==> config.mk <==
export PLATFORM = sky130hd
export DESIGN_NAME = calc
export DESIGN_NICKNAME = d
export VERILOG_FILES = /design/src/rtl/calc.sv
export SDC_FILE = /design/constraint.sdc
export NUM_CORES = 1
export LEC_CHECK = 0
export ABC_AREA = 1
export CAP_MARGIN = 40
export CORE_MARGIN = 3
export CORE_UTILIZATION = 56
export DETAILED_ROUTE_END_ITERATION = 7
export GPL_TIMING_DRIVEN = 0
export PLACE_DENSITY = 0.91
export SYNTH_ARGS = -nofsm -noshare
export SYNTH_HDL_FRONTEND = slang
export SYNTH_SLANG_ARGS = --single-unit
==> constraint.sdc <==
create_clock -name clk -period 1.8 [get_ports clk]
set_input_delay 0.27 -clock clk [delete_from_list [all_inputs] [get_ports clk]]
set_output_delay 0.27 -clock clk [all_outputs]
set_load 0.05 [all_outputs]
==> src/rtl/calc.sv <==
// Registered 4-bit calculator (add/sub/mul in one cycle, 4-step restoring divide).
// Define CALC_REM_EN to return {remainder, quotient} from divide instead of {0, quotient}.
module calc (
    input  logic       clk,
    input  logic       rst_n,
    input  logic       en,
    input  logic [3:0] in1,
    input  logic [3:0] in2,
    input  logic [1:0] ops,
    output logic [7:0] total,
    output logic       valid,
    output logic       busy,
    output logic       div_err
);

    typedef enum logic {
        S_IDLE = 1'b0,
        S_DIV  = 1'b1
    } state_t;

    state_t     state, state_n;
    logic [1:0] cnt, cnt_n;
    logic [3:0] rem, rem_n;
    logic [3:0] quo, quo_n;
    logic [3:0] dvs, dvs_n;
    logic [7:0] total_n;
    logic       valid_n;
    logic       div_err_n;

    logic [4:0] shifted;
    logic       ge;
    logic [3:0] step_rem;
    logic [3:0] step_quo;
    logic [7:0] div_result;

    // One restoring iteration: shift in the next dividend bit, subtract if it fits.
    always_comb begin
        shifted  = {rem, quo[3]};
        ge       = (shifted >= {1'b0, dvs});
        step_rem = ge ? (shifted[3:0] - dvs) : shifted[3:0];
        step_quo = {quo[2:0], ge};
`ifdef CALC_REM_EN
        div_result = {step_rem, step_quo};
`else
        div_result = {4'b0000, step_quo};
`endif
    end

    always_comb begin
        state_n   = state;
        cnt_n     = cnt;
        rem_n     = rem;
        quo_n     = quo;
        dvs_n     = dvs;
        total_n   = total;
        valid_n   = 1'b0;
        div_err_n = div_err;
        case (state)
            S_IDLE: begin
                if (en) begin
                    case (ops)
                        2'b00: begin
                            total_n   = {3'b000, {1'b0, in1} + {1'b0, in2}};
                            valid_n   = 1'b1;
                            div_err_n = 1'b0;
                        end
                        2'b01: begin
                            total_n   = {4'b0000, in1} - {4'b0000, in2};
                            valid_n   = 1'b1;
                            div_err_n = 1'b0;
                        end
                        2'b10: begin
                            total_n   = {4'b0000, in1} * {4'b0000, in2};
                            valid_n   = 1'b1;
                            div_err_n = 1'b0;
                        end
                        default: begin
                            if (in2 == 4'd0) begin
                                total_n   = 8'hFF;
                                valid_n   = 1'b1;
                                div_err_n = 1'b1;
                            end else begin
                                state_n = S_DIV;
                                cnt_n   = 2'd0;
                                rem_n   = 4'd0;
                                quo_n   = in1;
                                dvs_n   = in2;
                            end
                        end
                    endcase
                end
            end
            S_DIV: begin
                rem_n = step_rem;
                quo_n = step_quo;
                cnt_n = cnt + 2'd1;
                if (cnt == 2'd3) begin
                    state_n   = S_IDLE;
                    total_n   = div_result;
                    valid_n   = 1'b1;
                    div_err_n = 1'b0;
                end
            end
            default: state_n = S_IDLE;
        endcase
    end

    always_ff @(posedge clk or negedge rst_n) begin
        if (!rst_n) begin
            state   <= S_IDLE;
            cnt     <= 2'd0;
            rem     <= 4'd0;
            quo     <= 4'd0;
            dvs     <= 4'd0;
            total   <= 8'd0;
            valid   <= 1'b0;
            div_err <= 1'b0;
        end else begin
            state   <= state_n;
            cnt     <= cnt_n;
            rem     <= rem_n;
            quo     <= quo_n;
            dvs     <= dvs_n;
            total   <= total_n;
            valid   <= valid_n;
            div_err <= div_err_n;
        end
    end

    assign busy = (state == S_DIV);

endmodule

==> flow_metrics.env, run 1 <==
export IMPL_outcome="complete, but fails checks"
export IMPL_violations="negative setup slack"
export IMPL_clkPwrFrac_pct=9.4
export IMPL_initial_core_util_pct=60.4
export IMPL_n_antenna_cell=0
export IMPL_p_leak_nw=1.39
export IMPL_dp_cells=350
export IMPL_reg2reg_to="rem[2]$_DFFE_PN0P_"
export IMPL_path_clk_slew_ns=0.08
export IMPL_row_count=21
export IMPL_yosysSeqAreaShare_pct=29.9
export IMPL_cap_violations=0
export IMPL_ys_types=24
export IMPL_grt_pass1_vias=1963
export IMPL_syn_area_per_cell_um2=7.48
export IMPL_cp_end_kind="flip-flop"
export IMPL_ctsHoldBuffers=0
export IMPL_wl_per_cell_um=14.5
export IMPL_rsz0062_at_grt="yes"
export IMPL_pwr_share_comb_pct=62.3
export IMPL_cts_sinks=25
export IMPL_max_vdd_ir_drop_mv=1.23
export IMPL_core_area_um2=3470
export IMPL_synth_edf_count=0
export IMPL_intPower_mw=1.80
export IMPL_seq_power_share_pct=28.3
export IMPL_startpoint_type="input pin"
export IMPL_cts_root_buf="clkbuf_8"
export IMPL_hpwl_mm=3.70
export IMPL_ant_nets=0
export IMPL_max_slew_worst_pin_slew_ns=0.522
export IMPL_slew_viol_final=0
export IMPL_die_w_um=67.2
export IMPL_syn_area_um2=2090
export IMPL_antenna_found_initial=0
export IMPL_max_clock_path_buffers=2
export IMPL_drc=0
export IMPL_cts_buffers=3
export IMPL_synth_cells=280
export IMPL_postLayoutSetupSlackWorst_ns=-0.548
export IMPL_r2r_setup_slack_ns=0.16
export IMPL_fmax_mhz=426
export IMPL_syn_to_final_growth_pct=27.2
export IMPL_crit_type="input pin to flip-flop"
export IMPL_crit_required_ns=1.96
export IMPL_fin_crit_ns=2.35
export IMPL_vias_per_cell=5.57
export IMPL_fillCellCount=240
export IMPL_gp_congestion=0.901
export IMPL_grt_max_degree=16
export IMPL_synth_async_reset_ratio_pct=100
export IMPL_die_h_um=67.2
export IMPL_crit_path_end="total[6]$_DFFE_PN0P_"
export IMPL_setup_viol_count_final=6
export IMPL_die_area_um2=4510
export IMPL_drive_gt1_share_pct=15.7
export IMPL_grt_overflow=0
export IMPL_p_per_area_nw_per_um2=1320
export IMPL_cts_tree="done"
export IMPL_drt_pass1_iterations=4
export IMPL_drtIter0Drc=117
export IMPL_cp_startpoint="in2[1]"
export IMPL_synth_nets=329
export IMPL_grt_pass1_wl_mm=8.60
export IMPL_critPathMaxFanout=5
export IMPL_layout_common_cells="89 x nand2_1, 37 x inv_1, 25 x dfrtp_1"
export IMPL_arrival_ns=2.51
export IMPL_wirelength_mm=5.29
export IMPL_whs_ns=0.238
export IMPL_pin_count=24
export IMPL_ys_warn_count=0
export IMPL_r2r_start="rem[1]$_DFFE_PN0P_"
export IMPL_nets=368
export IMPL_vias=2026
export IMPL_ff2ff_path_depth=7
export IMPL_ys_flop_type="dfrtp_1"
export IMPL_period_share_pct=130
export IMPL_fin_skew_ns=0.00498
export IMPL_grt_total_usage_pct=24.5
export IMPL_p_switching_mw=1.70
export IMPL_worstHoldStart="in2[2]"
export IMPL_cts_max_level=1
export IMPL_ys_ff_latch=25
export IMPL_hold_violations=0
export IMPL_slew_headroom_pct=65.1
export IMPL_holdCritPathClass="input pin to flip-flop"
export IMPL_clock_latency_ns=0.27
export IMPL_switching_share_pct=48.6
export IMPL_io_buffers=23
export IMPL_stdcell_count=364
export IMPL_layout_commonest_cell="nand2_1"
[worst min-delay path by stage]
stage	cells past startpoint	to	slack [ns]
floorplan	0	busy$_DFF_PN0_	-0.03
global placement	2	total[5]$_DFFE_PN0P_	0.46
detailed placement	1	cnt[0]$_DFFE_PN0P_	0.47
CTS	3	dvs[2]$_DFFE_PN0P_	0.24
global route	3	dvs[2]$_DFFE_PN0P_	0.24
finish	3	dvs[2]$_DFFE_PN0P_	0.24
[synth_stat cells, types with 2 or more instances]
library cell / instances / share of area (%)
a21oi_1: 16 / 3.8
buf_2: 2 / 0.48
clkbuf_1: 2 / 0.36
dfrtp_1: 25 / 30
fa_1: 7 / 6.7
ha_1: 29 / 17
inv_1: 39 / 7.0
nand2_1: 95 / 17
nand3_1: 19 / 4.5
nor2_1: 12 / 2.2
nor3_1: 2 / 0.48
o211ai_1: 7 / 2.5
o21ai_0: 12 / 2.9
or2_2: 2 / 0.60
xnor2_1: 2 / 0.84
[stage by stage]
stage	utilization (%)	setup TNS [ns]	instance area, um2	worst slack (ns)	total power [mW]
after floorplan	-	-2.32	2110	-0.561	2.46
after global placement	69.2	-10.85	2400	-1.49	2.96
after detailed placement	69.7	-11.65	2420	-1.51	3.05
after CTS	74.3	-2.28	2580	-0.502	3.42
after global routing	76.8	-3.06	2670	-0.650	3.81
final	76.8	-2.51	2670	-0.548	3.51
[power by group through the flow]
stage	clock network (mW)	registers (mW)	logic, mW
after floorplan	0	1.34	1.12
after global placement	0	0.988	1.98
after detailed placement	0	0.994	2.05
after CTS	0.332	0.985	2.11
after global routing	0.356	1.02	2.44
final	0.330	0.993	2.18
[final cells by class]
cell class | count | area, um2 | area share, %
Buffer | 5 | 33.8 | 1.27
Clock buffer | 4 | 45.0 | 1.69
Inverter | 40 | 150 | 5.63
Multi-Input combinational cell | 210 | 1400 | 52.4
Sequential cell | 25 | 626 | 23.5
Tap cell | 46 | 57.6 | 2.16
Timing Repair Buffer | 34 | 355 | 13.3
[timing repair]
action / in CTS / in global routing
hold endpoints to repair: 0 / 0
endpoints found under the setup margin: 9 / 19
setup buffers: 6 / 4
pin swaps: 9 / 5
gates resized for setup: 57 / 16
[worst max-delay path: stages]
cell and delay, ns:
buf_12 0.11, buf_4 0.13, buf_4 0.13, nand2_1 0.05, inv_1 0.05, fa_1 0.36
ha_1 0.29, ha_1 0.36, a21oi_1 0.23, o21ai_2 0.11, nor2_1 0.17, o21ai_1 0.10
nand2_1 0.08, nand2_1 0.05
[logic make-up after synthesis]
family	count (synthesis)	synth area share, %
adders and majority gates	36	24.0
AOI/OAI and AO/OA	41	11.6
and+or+nand+nor	131	25.1
DFF	25	29.9
xor gates and xnor gates	2	0.836
buffers and inverters	45	8.54
[state kept, by name, indices dropped and copies added (netlist names)]
signal,cells
busy,1
quo,4
total,8
valid,1
div_err,1
dvs,4
cnt,2
rem,4
[per-layer routing]
layer,up-vias,GRT usage [%],part of all wire [%]
li1,977,-,-
met1,963,32.1,42
met2,74,43.4,49
met3,12,3.99,6.6
met4,0,3.29,1.8
met5,-,0,0
Power figures use the tool's default switching activity.
==> run 2, diff against run 1 <==
--- a/config.mk
+++ b/config.mk
@@ -12,6 +12,7 @@
 export DETAILED_ROUTE_END_ITERATION = 7
 export GPL_TIMING_DRIVEN = 0
 export PLACE_DENSITY = 0.91
+export SETUP_SLACK_MARGIN = 0.2
 export SYNTH_ARGS = -nofsm -noshare
 export SYNTH_HDL_FRONTEND = slang
 export SYNTH_SLANG_ARGS = --single-unit
==> run 2 against run 1 <==
Net effect: the run still ends with negative setup slack left; die area stayed put; sequential share of layout area is 1.7 points lower; critical path depth is 2 lower; critical path type unchanged; non-clock buffer count is 8 higher; largest power group unchanged; register-to-register slack hardly changed; clock-buffer cell count stayed put.
==> flow_metrics.env, run 2 (synthesis results as in run 1) <==
export IMPL_r2r_start="rem[1]$_DFFE_PN0P_"
export IMPL_antenna_found_initial=0
export IMPL_wirelength_mm=6.37
export IMPL_crit_path_end="total[3]$_DFFE_PN0P_"
export IMPL_initial_core_util_pct=60.4
export IMPL_r2r_setup_slack_ns=0.15
export IMPL_n_antenna_cell=0
export IMPL_rsz0062_at_grt="yes"
export IMPL_fin_skew_ns=0.00322
export IMPL_layout_common_cells="85 x nand2_1, 31 x inv_1, 25 x dfrtp_1"
export IMPL_hold_violations=0
export IMPL_nets=376
export IMPL_clock_latency_ns=0.27
export IMPL_die_area_um2=4510
export IMPL_cp_end_kind="flip-flop"
export IMPL_slew_viol_final=0
export IMPL_drtIter0Drc=215
export IMPL_critPathMaxFanout=6
export IMPL_violations="negative setup slack"
export IMPL_power_mw=4.10
export IMPL_drive_gt1_share_pct=25.8
export IMPL_largest_reg_flops=8
export IMPL_die_w_um=67.2
export IMPL_cts_root_buf="clkbuf_8"
export IMPL_path_clk_slew_ns=0.08
export IMPL_ant_nets=0
export IMPL_fin_area_um2=2870
export IMPL_die_h_um=67.2
export IMPL_vias_per_cell=5.99
export IMPL_fin_crit_ns=2.32
export IMPL_wl_per_cell_um=17.1
export IMPL_vias=2229
export IMPL_placed_area_um2=2440
export IMPL_cts_buffers=3
export IMPL_crit_required_ns=1.97
export IMPL_cp_startpoint="in1[2]"
export IMPL_reg2reg_to="rem[1]$_DFFE_PN0P_"
export IMPL_cap_violations=0
export IMPL_holdCritPathClass="input pin to flip-flop"
export IMPL_setup_viol_count_final=5
export IMPL_p_per_area_nw_per_um2=1430
export IMPL_grt_pass1_vias=2028
export IMPL_syn_to_final_growth_pct=37.1
export IMPL_p_leak_nw=1.47
export IMPL_io_buffers=23
export IMPL_cts_sinks=25
export IMPL_outcome="complete, but fails checks"
export IMPL_cts_max_level=1
export IMPL_startpoint_type="input pin"
export IMPL_max_clock_path_buffers=2
export IMPL_crit_type="input pin to flip-flop"
export IMPL_slew_headroom_pct=61.0
export IMPL_row_count=21
export IMPL_fmax_mhz=431
export IMPL_grt_overflow=0
export IMPL_ff2ff_path_depth=7
export IMPL_cts_tree="done"
export IMPL_grt_max_degree=16
export IMPL_max_vdd_ir_drop_mv=1.46
export IMPL_grt_pass1_wl_mm=9.18
export IMPL_grt_total_usage_pct=26.9
export IMPL_gp_congestion=0.875
export IMPL_drt_pass1_iterations=5
export IMPL_max_slew_worst_pin_slew_ns=0.583
export IMPL_core_area_um2=3470
export IMPL_pin_count=24
export IMPL_hpwl_mm=3.71
export IMPL_top_register="total"
export IMPL_drc=0
export IMPL_postLayoutSetupSlackWorst_ns=-0.521
export IMPL_arrival_ns=2.49
export IMPL_layout_commonest_cell="nand2_1"
export IMPL_period_share_pct=129
[run 2: critical path, stage by stage]
cell and delay [ns]:
buf_12 0.11, nand2_8 0.04, fa_1 0.52, inv_2 0.04, fa_2 0.55, inv_2 0.04, fa_2 0.53, inv_2 0.05
a21oi_2 0.14, nand3_1 0.09, nand2_1 0.07, nand2_1 0.05
[run 2: layout make-up]
class                   count  area, um2
inverters                  40        150
flip-flops and latches     25        626
multi-input cells         210       1540
well taps                  46       57.6
fillers                   205        597
repair buffers             42        409
plain buffers               5       42.5
clock buffers               4       45.0
[run 2: report_power, final]
| part | internal (mW) | switching (mW) |
|---|---|---|
| combinational | 1.09 | 1.66 |
| clock | 0.159 | 0.177 |
| sequential | 0.824 | 0.191 |
[run 2: what timing repair did]
item	in CTS	in global routing
resized for setup	91	34
hold buffers	0	0
pin swaps	16	26
gates cloned	0	0
setup buffers	9	9
endpoints found under the setup margin	33	12
[run 2: worst min-delay path by stage]
stage | start | to | slack, ns | depth (start not counted)
after floorplan | rst_n | busy$_DFF_PN0_ | -0.03 | 0
after global placement | total[5]$_DFFE_PN0P_ | total[5]$_DFFE_PN0P_ | 0.46 | 2
after detailed placement | total[4]$_DFFE_PN0P_ | total[4]$_DFFE_PN0P_ | 0.47 | 2
after CTS | in2[3] | dvs[3]$_DFFE_PN0P_ | 0.24 | 3
after global routing | in1[2] | quo[2]$_DFFE_PN0P_ | 0.27 | 3
final | in1[2] | quo[2]$_DFFE_PN0P_ | 0.27 | 3
[run 2: per-layer routing]
layer  GRT usage [%]  routed length [um]  part of all wire [%]
met3            4.66                 496                   7.8
met2            48.5                3100                    49
met1            33.2                2490                    39
met5               0                   0                     0
met4            6.84                 289                   4.5
[run 2: metrics by stage]
| stage | instances | TNS [ns] | utilization (%) | hold slack (ns) | setup WS, ns |
|---|---|---|---|---|---|
| 6_report | 372 | -2.25 | 82.8 | 0.266 | -0.521 |
| 4_1_cts | 363 | -2.05 | 77.7 | 0.237 | -0.452 |
| 3_3_place_gp | 349 | -11.80 | 69.9 | 0.463 | -1.54 |
| 2_1_floorplan | 280 | -2.31 | - | -0.0256 | -0.561 |
| 3_5_place_dp | 350 | -12.21 | 70.4 | 0.468 | -1.54 |
| 5_1_grt | 372 | -2.68 | 82.8 | 0.269 | -0.597 |
==> run 3, diff against run 2 <==
--- a/config.mk
+++ b/config.mk
@@ -12,7 +12,8 @@
 export DETAILED_ROUTE_END_ITERATION = 7
 export GPL_TIMING_DRIVEN = 0
 export PLACE_DENSITY = 0.91
-export SETUP_SLACK_MARGIN = 0.2
+export SETUP_SLACK_MARGIN = 0.4
+export SKIP_CTS_REPAIR_TIMING = 1
 export SYNTH_ARGS = -nofsm -noshare
 export SYNTH_HDL_FRONTEND = slang
 export SYNTH_SLANG_ARGS = --single-unit
==> run 3 against run 2 <==
Net effect: clock-buffer cell count is 1 lower; the run still ends with negative setup slack left; hold slack worse by 0.037 ns; critical path depth stayed put; die area stayed put; worst setup slack worse by 0.023 ns; non-clock buffer count is 8 lower; clock power hardly changed; register-to-register slack worse by 0.03 ns; core utilization is 1.4 points lower; wire length is 4.2% lower; flip-flop and latch count stayed put; clock skew is 0.0046 ns higher.
==> flow_metrics.env, run 3 (synthesis results as in run 1) <==
export IMPL_core_area_um2=3470
export IMPL_cp_top_family="adder cells"
export IMPL_ant_nets=0
export IMPL_path_depth=12
export IMPL_fin_crit_ns=2.34
export IMPL_fin_skew_ns=0.00782
export IMPL_outcome="complete, but fails checks"
export IMPL_cp_end_kind="flip-flop"
export IMPL_nets=368
export IMPL_antenna_found_initial=0
export IMPL_dp_cells=350
export IMPL_max_clock_path_buffers=2
export IMPL_crit_top_cell="inv_2"
export IMPL_p_leak_nw=1.54
export IMPL_cp_slowest_stage_delay_ns=0.56
export IMPL_grt_pass1_vias=1828
export IMPL_vias=2143
export IMPL_max_slew_worst_pin_slew_ns=0.613
export IMPL_syn_to_final_growth_pct=34.8
export IMPL_min_path_cells=3
export IMPL_stdcell_count=364
export IMPL_die_w_um=67.2
export IMPL_path_clk_slew_ns=0.09
export IMPL_fin_area_um2=2820
export IMPL_hpwl_mm=3.86
export IMPL_startpoint_type="input pin"
export IMPL_cts_root_buf="clkbuf_8"
export IMPL_largest_reg_flops=8
export IMPL_rsz0062_at_grt="yes"
export IMPL_period_share_pct=130
export IMPL_layout_common_cells="88 x nand2_1, 30 x inv_1, 23 x dfrtp_1"
export IMPL_setup_tns_ns=-2.43
export IMPL_cp_buffers_inverters=4
export IMPL_drive_gt1_share_pct=23.6
export IMPL_die_area_um2=4510
export IMPL_drtIter0Drc=204
export IMPL_critPathMaxFanout=4
export IMPL_slew_viol_final=0
export IMPL_arrival_ns=2.51
export IMPL_layout_commonest_cell="nand2_1"
export IMPL_n_antenna_cell=0
export IMPL_placed_area_um2=2470
export IMPL_gp_congestion=0.878
export IMPL_cap_violations=0
export IMPL_violations="negative setup slack"
export IMPL_cts_buffers=3
export IMPL_p_per_area_nw_per_um2=1380
export IMPL_grt_pass1_wl_mm=8.16
export IMPL_ff2ff_path_depth=7
export IMPL_holdCritPathClass="input pin to flip-flop"
export IMPL_hold_violations=0
export IMPL_final_core_util_pct=81.4
export IMPL_drt_pass1_iterations=5
export IMPL_crit_type="input pin to flip-flop"
export IMPL_postLayoutSetupSlackWorst_ns=-0.544
export IMPL_row_count=21
export IMPL_io_buffers=23
export IMPL_vias_per_cell=5.89
export IMPL_power_mw=3.89
export IMPL_crit_required_ns=1.97
export IMPL_clock_latency_ns=0.28
export IMPL_drc=0
export IMPL_cp_slowest_cell="fa_1"
export IMPL_cts_max_level=1
export IMPL_max_vdd_ir_drop_mv=1.18
export IMPL_setup_viol_count_final=5
export IMPL_grt_max_degree=15
export IMPL_critical_path_cell_chain="buf_12, nand2_8, fa_1, inv_2, fa_2, inv_2, fa_2, inv_2, a21oi_2, nand3_1, nand2_1, nand2_1"
export IMPL_wl_per_cell_um=16.8
export IMPL_grt_overflow=0
export IMPL_top_register="total"
export IMPL_cts_tree="done"
export IMPL_cts_sinks=25
export IMPL_wirelength_mm=6.10
export IMPL_slew_headroom_pct=59.0
export IMPL_fmax_mhz=427
export IMPL_die_h_um=67.2
export IMPL_pin_count=24
export IMPL_grt_total_usage_pct=23.5
export IMPL_initial_core_util_pct=60.4
## run 3: cell count changes in the layout (fill, tap and decap cells not counted), sizes merged
cell           before  now
clkbuf              7    8
buf                29   20
clkinv              0    1
dlygate4sd2        12    0
dlymetal6s2s        0   12
clkdlybuf4s15       1    0
## run 3: through the flow
stage,hold WS (ns),worst slack (ns)
2_1_floorplan,-0.0256,-0.561
3_3_place_gp,0.464,-1.55
3_5_place_dp,0.465,-1.57
4_1_cts,0.376,-1.30
5_1_grt,0.238,-0.613
6_report,0.230,-0.544
## run 3: worst paths after layout
check | slack [ns] | from | to
worst max-delay path | -0.54 | in1[2] | total[3]$_DFFE_PN0P_
worst min-delay path | 0.23 | in2[2] | dvs[2]$_DFFE_PN0P_
worst max register to register | 0.12 | rem[1]$_DFFE_PN0P_ | rem[2]$_DFFE_PN0P_
worst min register to register | 0.48 | total[6]$_DFFE_PN0P_ | total[6]$_DFFE_PN0P_
max in group asynchronous | 0.92 | rst_n | total[2]$_DFFE_PN0P_
min in group asynchronous | 0.37 | rst_n | rem[3]$_DFFE_PN0P_
## run 3: final cells by class
type / count / area (um2)
clock buffer: 3 / 41.3
sequential: 25 / 628
inverter: 40 / 150
clock inverter: 1 / 5.00
fill: 211 / 644
timing repair buffer: 34 / 380
tap: 46 / 57.6
multi-input combinational: 210 / 1520
buffer: 5 / 37.5
## run 3: worst min-delay path, stage by stage
cell     delay [ns]
buf_8          0.10
nand2_1        0.05
o21ai_0        0.06
## run 3: routing by layer
| metal | vias up | share of wire, % | GRT usage (%) |
|---|---|---|---|
| met5 | - | 0 | 0 |
| met1 | 1008 | 38 | 30.5 |
| met4 | 0 | 5.0 | 5.82 |
| li1 | 973 | - | - |
| met2 | 131 | 49 | 40.1 |
| met3 | 31 | 8.3 | 4.83 |
## run 3: where the power goes
part / internal (mW) / leakage, nW / switching (mW)
Sequential: 0.828 / 0.310 / 0.194
Combinational: 0.990 / 1.20 / 1.54
Clock: 0.156 / 0.0255 / 0.184
